$ cat src/rtl/counter_ctrl_pkg.sv
// Shared definitions for the counter sequencer: FSM state encoding,
// direction encodings and default widths.
package counter_ctrl_pkg;

  localparam int CNT_W_DEF   = 16;
  localparam int PRESC_W_DEF = 8;

  typedef enum logic [1:0] {
    ST_IDLE = 2'd0,
    ST_LOAD = 2'd1,
    ST_RUN  = 2'd2,
    ST_DONE = 2'd3
  } state_t;

  localparam logic DIR_UP   = 1'b1;
  localparam logic DIR_DOWN = 1'b0;

endpackage

$ cat src/rtl/cnt_prescaler.sv
// Prescaler for the counter sequencer: counts 0..presc and raises tick on
// the cycle it sits at presc, then wraps. Clear has priority over enable;
// with enable low the count is frozen and no tick is produced.
module cnt_prescaler #(
  parameter int PRESC_W = 8
) (
  input  logic               clk,
  input  logic               rst,
  input  logic               clr,
  input  logic               en,
  input  logic [PRESC_W-1:0] presc,
  output logic               tick
);

  logic [PRESC_W-1:0] cnt_q;
  logic [PRESC_W-1:0] cnt_d;

  // Next prescaler value and tick decode.
  always_comb begin
    tick  = en & (cnt_q == presc);
    cnt_d = cnt_q;
    if (clr) begin
      cnt_d = '0;
    end else if (tick) begin
      cnt_d = '0;
    end else if (en) begin
      cnt_d = cnt_q + PRESC_W'(1);
    end
  end

  // Prescaler register with synchronous reset.
  always_ff @(posedge clk) begin
    if (rst) begin
      cnt_q <= '0;
    end else begin
      cnt_q <= cnt_d;
    end
  end

endmodule

$ cat src/rtl/counter_ctrl.sv
// Sequencer for a load/clear/up-down counter: loads the reload value,
// enables counting on prescaled ticks, flags the terminal value and either
// reloads (auto mode) or parks in DONE (one-shot mode).
// Optional feature macro: CNT_CTRL_PAUSE_EN adds i_pause, which freezes
// the prescaler and counting while in RUN.
module counter_ctrl
  import counter_ctrl_pkg::*;
#(
  parameter int CNT_W   = CNT_W_DEF,
  parameter int PRESC_W = PRESC_W_DEF
) (
  input  logic               i_sysclk,
  input  logic               i_sysrst,
`ifdef CNT_CTRL_PAUSE_EN
  input  logic               i_pause,
`endif
  input  logic               i_start,
  input  logic               i_stop,
  input  logic               i_auto,
  input  logic               i_dir,
  input  logic [CNT_W-1:0]   i_reload,
  input  logic [CNT_W-1:0]   i_term,
  input  logic [PRESC_W-1:0] i_presc,
  input  logic [CNT_W-1:0]   i_cnt_data,
  output logic               o_ld,
  output logic [CNT_W-1:0]   o_ld_data,
  output logic               o_clr,
  output logic               o_cnt_en,
  output logic               o_dir,
  output logic               o_busy,
  output logic               o_done,
  output logic               o_tc
);

  state_t             state_q, state_d;
  logic [CNT_W-1:0]   reload_q, reload_d;
  logic [CNT_W-1:0]   term_q, term_d;
  logic [PRESC_W-1:0] presc_q, presc_d;
  logic               dir_q, dir_d;
  logic               auto_q, auto_d;
  logic               clr_q, clr_d;

  logic run;
  logic at_term;
  logic tc;
  logic presc_en;
  logic presc_clr;
  logic tick;

  assign run     = (state_q == ST_RUN);
  assign at_term = (i_cnt_data == term_q);
  assign tc      = run & at_term;

`ifdef CNT_CTRL_PAUSE_EN
  assign presc_en = ~i_pause;
`else
  assign presc_en = 1'b1;
`endif

  // The prescaler restarts from 0 on every entry into RUN, on stop and
  // at the terminal value.
  assign presc_clr = ~run | i_stop | tc;

  cnt_prescaler #(
    .PRESC_W (PRESC_W)
  ) u_presc (
    .clk   (i_sysclk),
    .rst   (i_sysrst),
    .clr   (presc_clr),
    .en    (presc_en),
    .presc (presc_q),
    .tick  (tick)
  );

  // Next-state and config-latch logic; stop overrides every transition.
  always_comb begin
    state_d  = state_q;
    reload_d = reload_q;
    term_d   = term_q;
    presc_d  = presc_q;
    dir_d    = dir_q;
    auto_d   = auto_q;
    clr_d    = i_stop;
    case (state_q)
      ST_IDLE, ST_DONE: begin
        if (i_start && !i_stop) begin
          state_d  = ST_LOAD;
          reload_d = i_reload;
          term_d   = i_term;
          presc_d  = i_presc;
          dir_d    = i_dir;
          auto_d   = i_auto;
        end
      end
      ST_LOAD: state_d = ST_RUN;
      ST_RUN: begin
        if (tc) state_d = auto_q ? ST_LOAD : ST_DONE;
      end
      default: state_d = ST_IDLE;
    endcase
    if (i_stop) state_d = ST_IDLE;
  end

  // FSM, latched configuration and clear strobe registers.
  always_ff @(posedge i_sysclk) begin
    if (i_sysrst) begin
      state_q  <= ST_IDLE;
      reload_q <= '0;
      term_q   <= '0;
      presc_q  <= '0;
      dir_q    <= DIR_DOWN;
      auto_q   <= 1'b0;
      clr_q    <= 1'b0;
    end else begin
      state_q  <= state_d;
      reload_q <= reload_d;
      term_q   <= term_d;
      presc_q  <= presc_d;
      dir_q    <= dir_d;
      auto_q   <= auto_d;
      clr_q    <= clr_d;
    end
  end

  // Output decode from registered state and config.
  always_comb begin
    o_ld      = (state_q == ST_LOAD);
    o_ld_data = reload_q;
    o_clr     = clr_q;
    o_cnt_en  = run & tick & ~at_term;
    o_dir     = dir_q;
    o_busy    = (state_q == ST_LOAD) | run;
    o_done    = (state_q == ST_DONE);
    o_tc      = tc;
  end

endmodule

$ cat config.mk
export PLATFORM = sky130hd
export DESIGN_NAME = counter_ctrl
export DESIGN_NICKNAME = d
export VERILOG_FILES = /design/src/rtl/counter_ctrl_pkg.sv /design/src/rtl/cnt_prescaler.sv /design/src/rtl/counter_ctrl.sv
export SDC_FILE = /design/constraint.sdc
export NUM_CORES = 1
export LEC_CHECK = 0
export ABC_AREA = 1
export CAP_MARGIN = 40
export CORE_ASPECT_RATIO = 1.75
export CORE_UTILIZATION = 40
export DETAILED_ROUTE_END_ITERATION = 6
export PLACE_DENSITY = 0.72
export SLEW_MARGIN = 20
export SYNTH_ARGS = -nofsm -noshare
export SYNTH_HDL_FRONTEND = slang
export SYNTH_HIERARCHICAL = 1
export SYNTH_SLANG_ARGS = --single-unit
$ cat constraint.sdc
create_clock -name i_sysclk -period 2.1 [get_ports i_sysclk]
set_input_delay 0.315 -clock i_sysclk [delete_from_list [all_inputs] [get_ports i_sysclk]]
set_output_delay 0.315 -clock i_sysclk [all_outputs]
set_load 0.05 [all_outputs]
==> results of run 1 <==
-- worst paths after layout --
check | from | endpoint | slack (ns) | cells after the start
worst max-delay path | i_cnt_data[2] | o_cnt_en | 0.15 | 11
worst min-delay path | o_dir | o_dir | 0.45 | 2
worst max register to register | state_q[0] | o_ld_data[6] | 0.43 | 6
worst min register to register | o_dir | o_dir | 0.45 | 2
-- state kept, by name (all words and copies together), names as in the netlist --
| register | cells |
|---|---|
| auto_q | 1 |
| o_clr | 1 |
| o_dir | 1 |
| o_ld_data | 16 |
| presc_q | 8 |
| state_q | 2 |
| term_q | 16 |
| u_presc/cnt_q | 8 |
-- layout make-up --
| type | instances | area [um2] |
|---|---|---|
| Timing Repair Buffer | 88 | 896 |
| Fill cell | 561 | 2360 |
| Tap cell | 78 | 97.6 |
| Inverter | 83 | 312 |
| Clock buffer | 5 | 68.8 |
| Sequential cell | 53 | 1060 |
| Multi-Input combinational cell | 229 | 1110 |
| Clock inverter | 3 | 65.1 |
-- power breakdown --
part | switching, mW | internal (mW) | total, mW
clock | 0.339 | 0.473 | 0.812
sequential | 0.0300 | 1.06 | 1.09
combinational | 0.249 | 0.220 | 0.469
total | 0.618 | 1.76 | 2.37
-- cells in the final DEF (no fill, tap or decap), drive strengths merged --
cell type / instances
conb: 6
clkdlybuf4s50: 79
nand4: 1
nand2: 82
or2: 2
o21ai: 43
nand3: 7
nor3: 1
xor2: 8
clkbuf: 5
dfxtp: 53
clkinv: 1
nor2: 29
a21oi: 46
bufinv: 2
ha: 4
inv: 83
buf: 9
-- critical path, delay by kind of cell --
| family | cells | cell delay [ns] |
|---|---|---|
| AND/OR/NAND/NOR | 8 | 0.62 |
| buffers and inverters | 3 | 0.70 |
-- through the flow --
stage                     total power, mW  setup WS (ns)
after floorplan                      1.38          0.277
after global placement               1.58          0.108
after detailed placement             1.59         0.0984
after CTS                            2.41         0.0938
after global routing                 2.51        0.00261
final                                2.37          0.153
-- routing by layer --
metal | wire length (um) | share of wire (%)
met1 | 2360 | 42
met2 | 2910 | 52
met3 | 212 | 3.8
met4 | 122 | 2.2
met5 | 0 | 0
-- logic make-up after synthesis --
kind of cell / count (synthesis) / share of synthesized area, %
fa+ha+maj: 4 / 1.99
compound gates: 89 / 17.9
xor+xnor: 8 / 2.79
buf+inv: 96 / 14.6
other cells: 1 / 0.149
flops: 53 / 42.2
simple gates: 122 / 20.3
==> flow_summary.json, run 1 <==
{
  "antenna_found_initial": 0,
  "grt_pass1_vias": 2222,
  "syn-instance-count": 373,
  "cts_resized": 0,
  "post_cts_buffers": 0,
  "dp_hpwl_mm": 4.24,
  "diodes": 0,
  "via_per_inst": 4.39,
  "portBuffers": 84,
  "use_met2_pct": 34.3,
  "utilization_pct": 60.5,
  "ant_nets": 0,
  "slowest_stage": "clkdlybuf4s50_1",
  "grt_usage_pct": 19.1,
  "fmax_mhz": 514,
  "synth_edf_count": 0,
  "use_met3_pct": 5.07,
  "cts_buffers": 5,
  "cts_max_level": 2,
  "synth_seq_area_share_pct": 42.2,
  "rsz0062_at_grt": "false",
  "busiest_layer": "met2",
  "stdcell_area_um2": 3610,
  "arrival_ns": 1.63,
  "clock_latency_ns": 0.32,
  "vias": 2364,
  "yosysMostFrequentCell": "inv_1",
  "max-clock-path-buffers": 2,
  "avgSynthCellArea_um2": 6.74,
  "die_x_um": 61.9,
  "place_area_um2": 3470,
  "ios": 85,
  "synth_top_cell_by_area": "dfxtp_1",
  "slew_viol_final": 0,
  "finalCritPeriodShare_pct": 92.7,
  "finalNonFillerCells": 539,
  "synth-seq-cells": 53,
  "synthFlopType": "dfxtp_1",
  "gp_congestion": 0.773,
  "synth.area.top_cells": "dfxtp_1 42%, inv_1 12%, nand2_1 12%, a21oi_1 9.0%, o21ai_0 8.6%",
  "netlist_area_um2": 2510,
  "power.density_nw_per_um2": 657,
  "outcome": "finished clean",
  "initial_core_util_pct": 42.1,
  "clkSlewWorstSetupHoldPaths_ns": 0.10,
  "clock_sinks": 53,
  "drc": 0,
  "ir_drop_mv": 0.516,
  "synth_cell_types": 22,
  "synthArstFlopShare_pct": 0,
  "required_ns": 1.78,
  "wl_per_cell_um": 10.4,
  "slew-limit-headroom_pct": 64.1,
  "clock-root-buffer": "clkbuf_8",
  "nets": 526,
  "rows": 37,
  "crit_type": "input pin to output pin",
  "setup_viol": 0,
  "core_um2": 5970,
  "hold_class": "flip-flop to flip-flop",
  "worst_pin_slew_ns": 0.536,
  "cts_tree": "built",
  "hold_viol": 0,
  "ys_warn_count": 6,
  "crit_path_cell_trace": "clkdlybuf4s50_1 -> inv_1 -> nand2_1 -> nand2_1 -> nor2_1 -> nand2_1 -> nor2_2 -> nand2_2 -> nand2_4 -> nor2_1 -> buf_4",
  "drtPass1Iterations": 4,
  "fin_crit_ns": 1.95,
  "grt_pass1_wl_mm": 9.34,
  "routed_wl_mm": 5.61,
  "grt_use_met1_pct": 19.8,
  "worstPathMaxFanout": 4,
  "cpPeakStageDelay_ns": 0.48,
  "die-area_um2": 6610,
  "drt_iter0_markers": 58,
  "dp.cells": 531,
  "cts_hold_buf": 0,
  "overflow": 0,
  "drive_above_1_share_pct": 6.94,
  "syn_to_final_growth_pct": 43.8,
  "clock_skew_ns": 0.0105,
  "leakagePower_nw": 1.58,
  "die_h_um": 107,
  "max_cap_viol_count": 0,
  "critPathMostFrequentCell": "nand2_1",
  "grt_start_max_net_pins": 49,
  "cp-start-kind": "input pin",
  "worst_hold_slack_ns": 0.447,
  "crit_path_end_kind": "output pin",
  "synthTopCellsByCount": "82 x inv_1, 78 x nand2_1, 53 x dfxtp_1",
  "tns_ns": 0,
  "yosysTopAreaCellShare_pct": 42.2
}
No activity file was read; power rests on OpenSTA's default activity.
==> run 2: changes to the inputs <==
--- a/config.mk
+++ b/config.mk
@@ -9,6 +9,7 @@
 export CAP_MARGIN = 40
 export CORE_ASPECT_RATIO = 1.75
 export CORE_UTILIZATION = 40
+export CTS_CLUSTER_DIAMETER = 80
 export DETAILED_ROUTE_END_ITERATION = 6
 export PLACE_DENSITY = 0.72
 export SLEW_MARGIN = 20
==> constraint.sdc (replaced) <==
create_clock -name i_sysclk -period 2.4 [get_ports i_sysclk]
set_input_delay 0.24 -clock i_sysclk [delete_from_list [all_inputs] [get_ports i_sysclk]]
set_output_delay 0.24 -clock i_sysclk [all_outputs]
set_load 0.05 [all_outputs]
==> flow_summary.json, run 2 (synthesized netlist as in run 1, its figures left out) <==
{
  "outcome": "finished clean",
  "met1_length_mm": 2.38,
  "r2r_end": "term_q[0]",
  "layout.cells.most_common_list": "82 x inv_1, 82 x clkdlybuf4s50_1, 78 x nand2_1",
  "setup_viol": 0,
  "rsz0062_at_grt": "false",
  "r2r_setup_slack_ns": 0.78,
  "stdcell_area_um2": 3560,
  "max-clock-path-buffers": 2,
  "cts_resized": 0,
  "via_per_inst": 4.48,
  "ff_latch_area_um2": 1060,
  "tns_ns": 0,
  "arrival_ns": 1.96,
  "syn_to_final_growth_pct": 41.6,
  "slew-limit-headroom_pct": 65.1,
  "grt_start_max_net_pins": 47,
  "rows": 37,
  "portBuffers": 84,
  "antenna_found_initial": 0,
  "ios": 85,
  "core_um2": 5970,
  "nets": 526,
  "fill_cells": 566,
  "initial_core_util_pct": 42.1,
  "die-area_um2": 6610,
  "overflow": 0,
  "power.density_nw_per_um2": 538,
  "crit_type": "flip-flop to output pin",
  "place_area_um2": 3460,
  "drt_iter0_markers": 66,
  "crit_path_end_kind": "output pin",
  "die_h_um": 107,
  "routed_wl_mm": 5.81,
  "dp_hpwl_mm": 4.40,
  "slew_viol_final": 0,
  "cts_hold_buf": 0,
  "grt_usage_pct": 18.8,
  "clock_sinks": 53,
  "post_cts_buffers": 0,
  "hold_path_end": "o_dir",
  "fmax_mhz": 454,
  "drtPass1Iterations": 4,
  "route.met3.wl_um": 205,
  "max_cap_viol_count": 0,
  "vias": 2416,
  "r2r_cells": 6,
  "worstPathMaxFanout": 4,
  "grt_pass1_vias": 2162,
  "leakagePower_nw": 1.54,
  "ant_nets": 0,
  "clkSlewWorstSetupHoldPaths_ns": 0.09,
  "min_from": "o_dir",
  "crit_path_start": "state_q[0]",
  "finalCritPeriodShare_pct": 91.8,
  "cts_max_level": 2,
  "worstHoldPathCells": 2,
  "die_x_um": 61.9,
  "hold_class": "flip-flop to flip-flop",
  "clock-root-buffer": "clkbuf_8",
  "grt_pass1_wl_mm": 9.22,
  "clock_skew_ns": 0.00624,
  "cp-start-kind": "flip-flop",
  "cts_buffers": 5,
  "multi_input_area_um2": 1110,
  "diodes": 0,
  "clock_latency_ns": 0.31,
  "fin_crit_ns": 2.20,
  "hold_viol": 0,
  "required_ns": 2.16,
  "cts_tree": "built",
  "worst_pin_slew_ns": 0.521,
  "wl_met2_mm": 3.07,
  "reg2reg_from": "state_q[0]",
  "wl_per_cell_um": 10.8,
  "drc": 0,
  "top_layer_used": "met4",
  "ir_drop_mv": 0.438,
  "gp_congestion": 0.777,
  "drive_above_1_share_pct": 5.86
}
run 2: routing by layer:
layer  up-vias  global-route usage, %
met4         0                   7.94
met3        12                   4.70
met5         -                      0
met1      1058                   19.5
li1       1297                      -
met2        49                   33.9
run 2: critical path: stages, from the launching register on:
cell,delay (ns)
dfxtp_1,0.39
inv_1,0.06
ha_1,0.33
inv_1,0.08
clkdlybuf4s50_1,0.80
run 2: power by group:
group	switching, mW	total (mW)	leakage, nW	internal (mW)
sequential	0.0274	0.958	0.435	0.931
clock	0.290	0.551	0.0542	0.261
combinational	0.215	0.403	1.05	0.188
run 2: stage by stage:
stage          hold slack (ns)  utilization [%]  setup WS [ns]  total power [mW]  std cells
4_1_cts                  0.448             59.6          0.184              1.94        539
6_report                 0.444             59.6          0.197              1.91        539
5_1_grt                  0.471             59.6          0.123              2.02        539
3_3_place_gp             0.430             57.9          0.560              1.38        531
2_1_floorplan            0.312                -          0.652              1.21        378
3_5_place_dp             0.433             57.9          0.527              1.39        531
run 2: worst max path at each step:
stage               depth (start not counted)  slack [ns]       end
floorplan                                  10        0.65  o_cnt_en
global placement                            4        0.56    o_busy
detailed placement                          4        0.53    o_busy
CTS                                         4        0.18    o_busy
global route                                4        0.12    o_busy
finish                                      4        0.20    o_busy
run 2: area by class of cell:
| cell class | count | share of cell area (%) |
|---|---|---|
| Multi-Input combinational cell | 229 | 31.1 |
| Sequential cell | 53 | 29.8 |
| Timing Repair Buffer | 88 | 24.7 |
| Inverter | 83 | 8.76 |
| Tap cell | 78 | 2.74 |
| Clock buffer | 7 | 2.71 |
| Clock inverter | 1 | 0.141 |
==> run 3: changes to the inputs <==
--- a/config.mk
+++ b/config.mk
@@ -6,6 +6,7 @@
 export NUM_CORES = 1
 export LEC_CHECK = 0
 export ABC_AREA = 1
+export ABC_CLOCK_PERIOD_IN_PS = 2400
 export CAP_MARGIN = 40
 export CORE_ASPECT_RATIO = 1.75
 export CORE_UTILIZATION = 40
==> results of run 3 <==
Same layout as run 2: the final DEF is identical, and so are final timing and power.
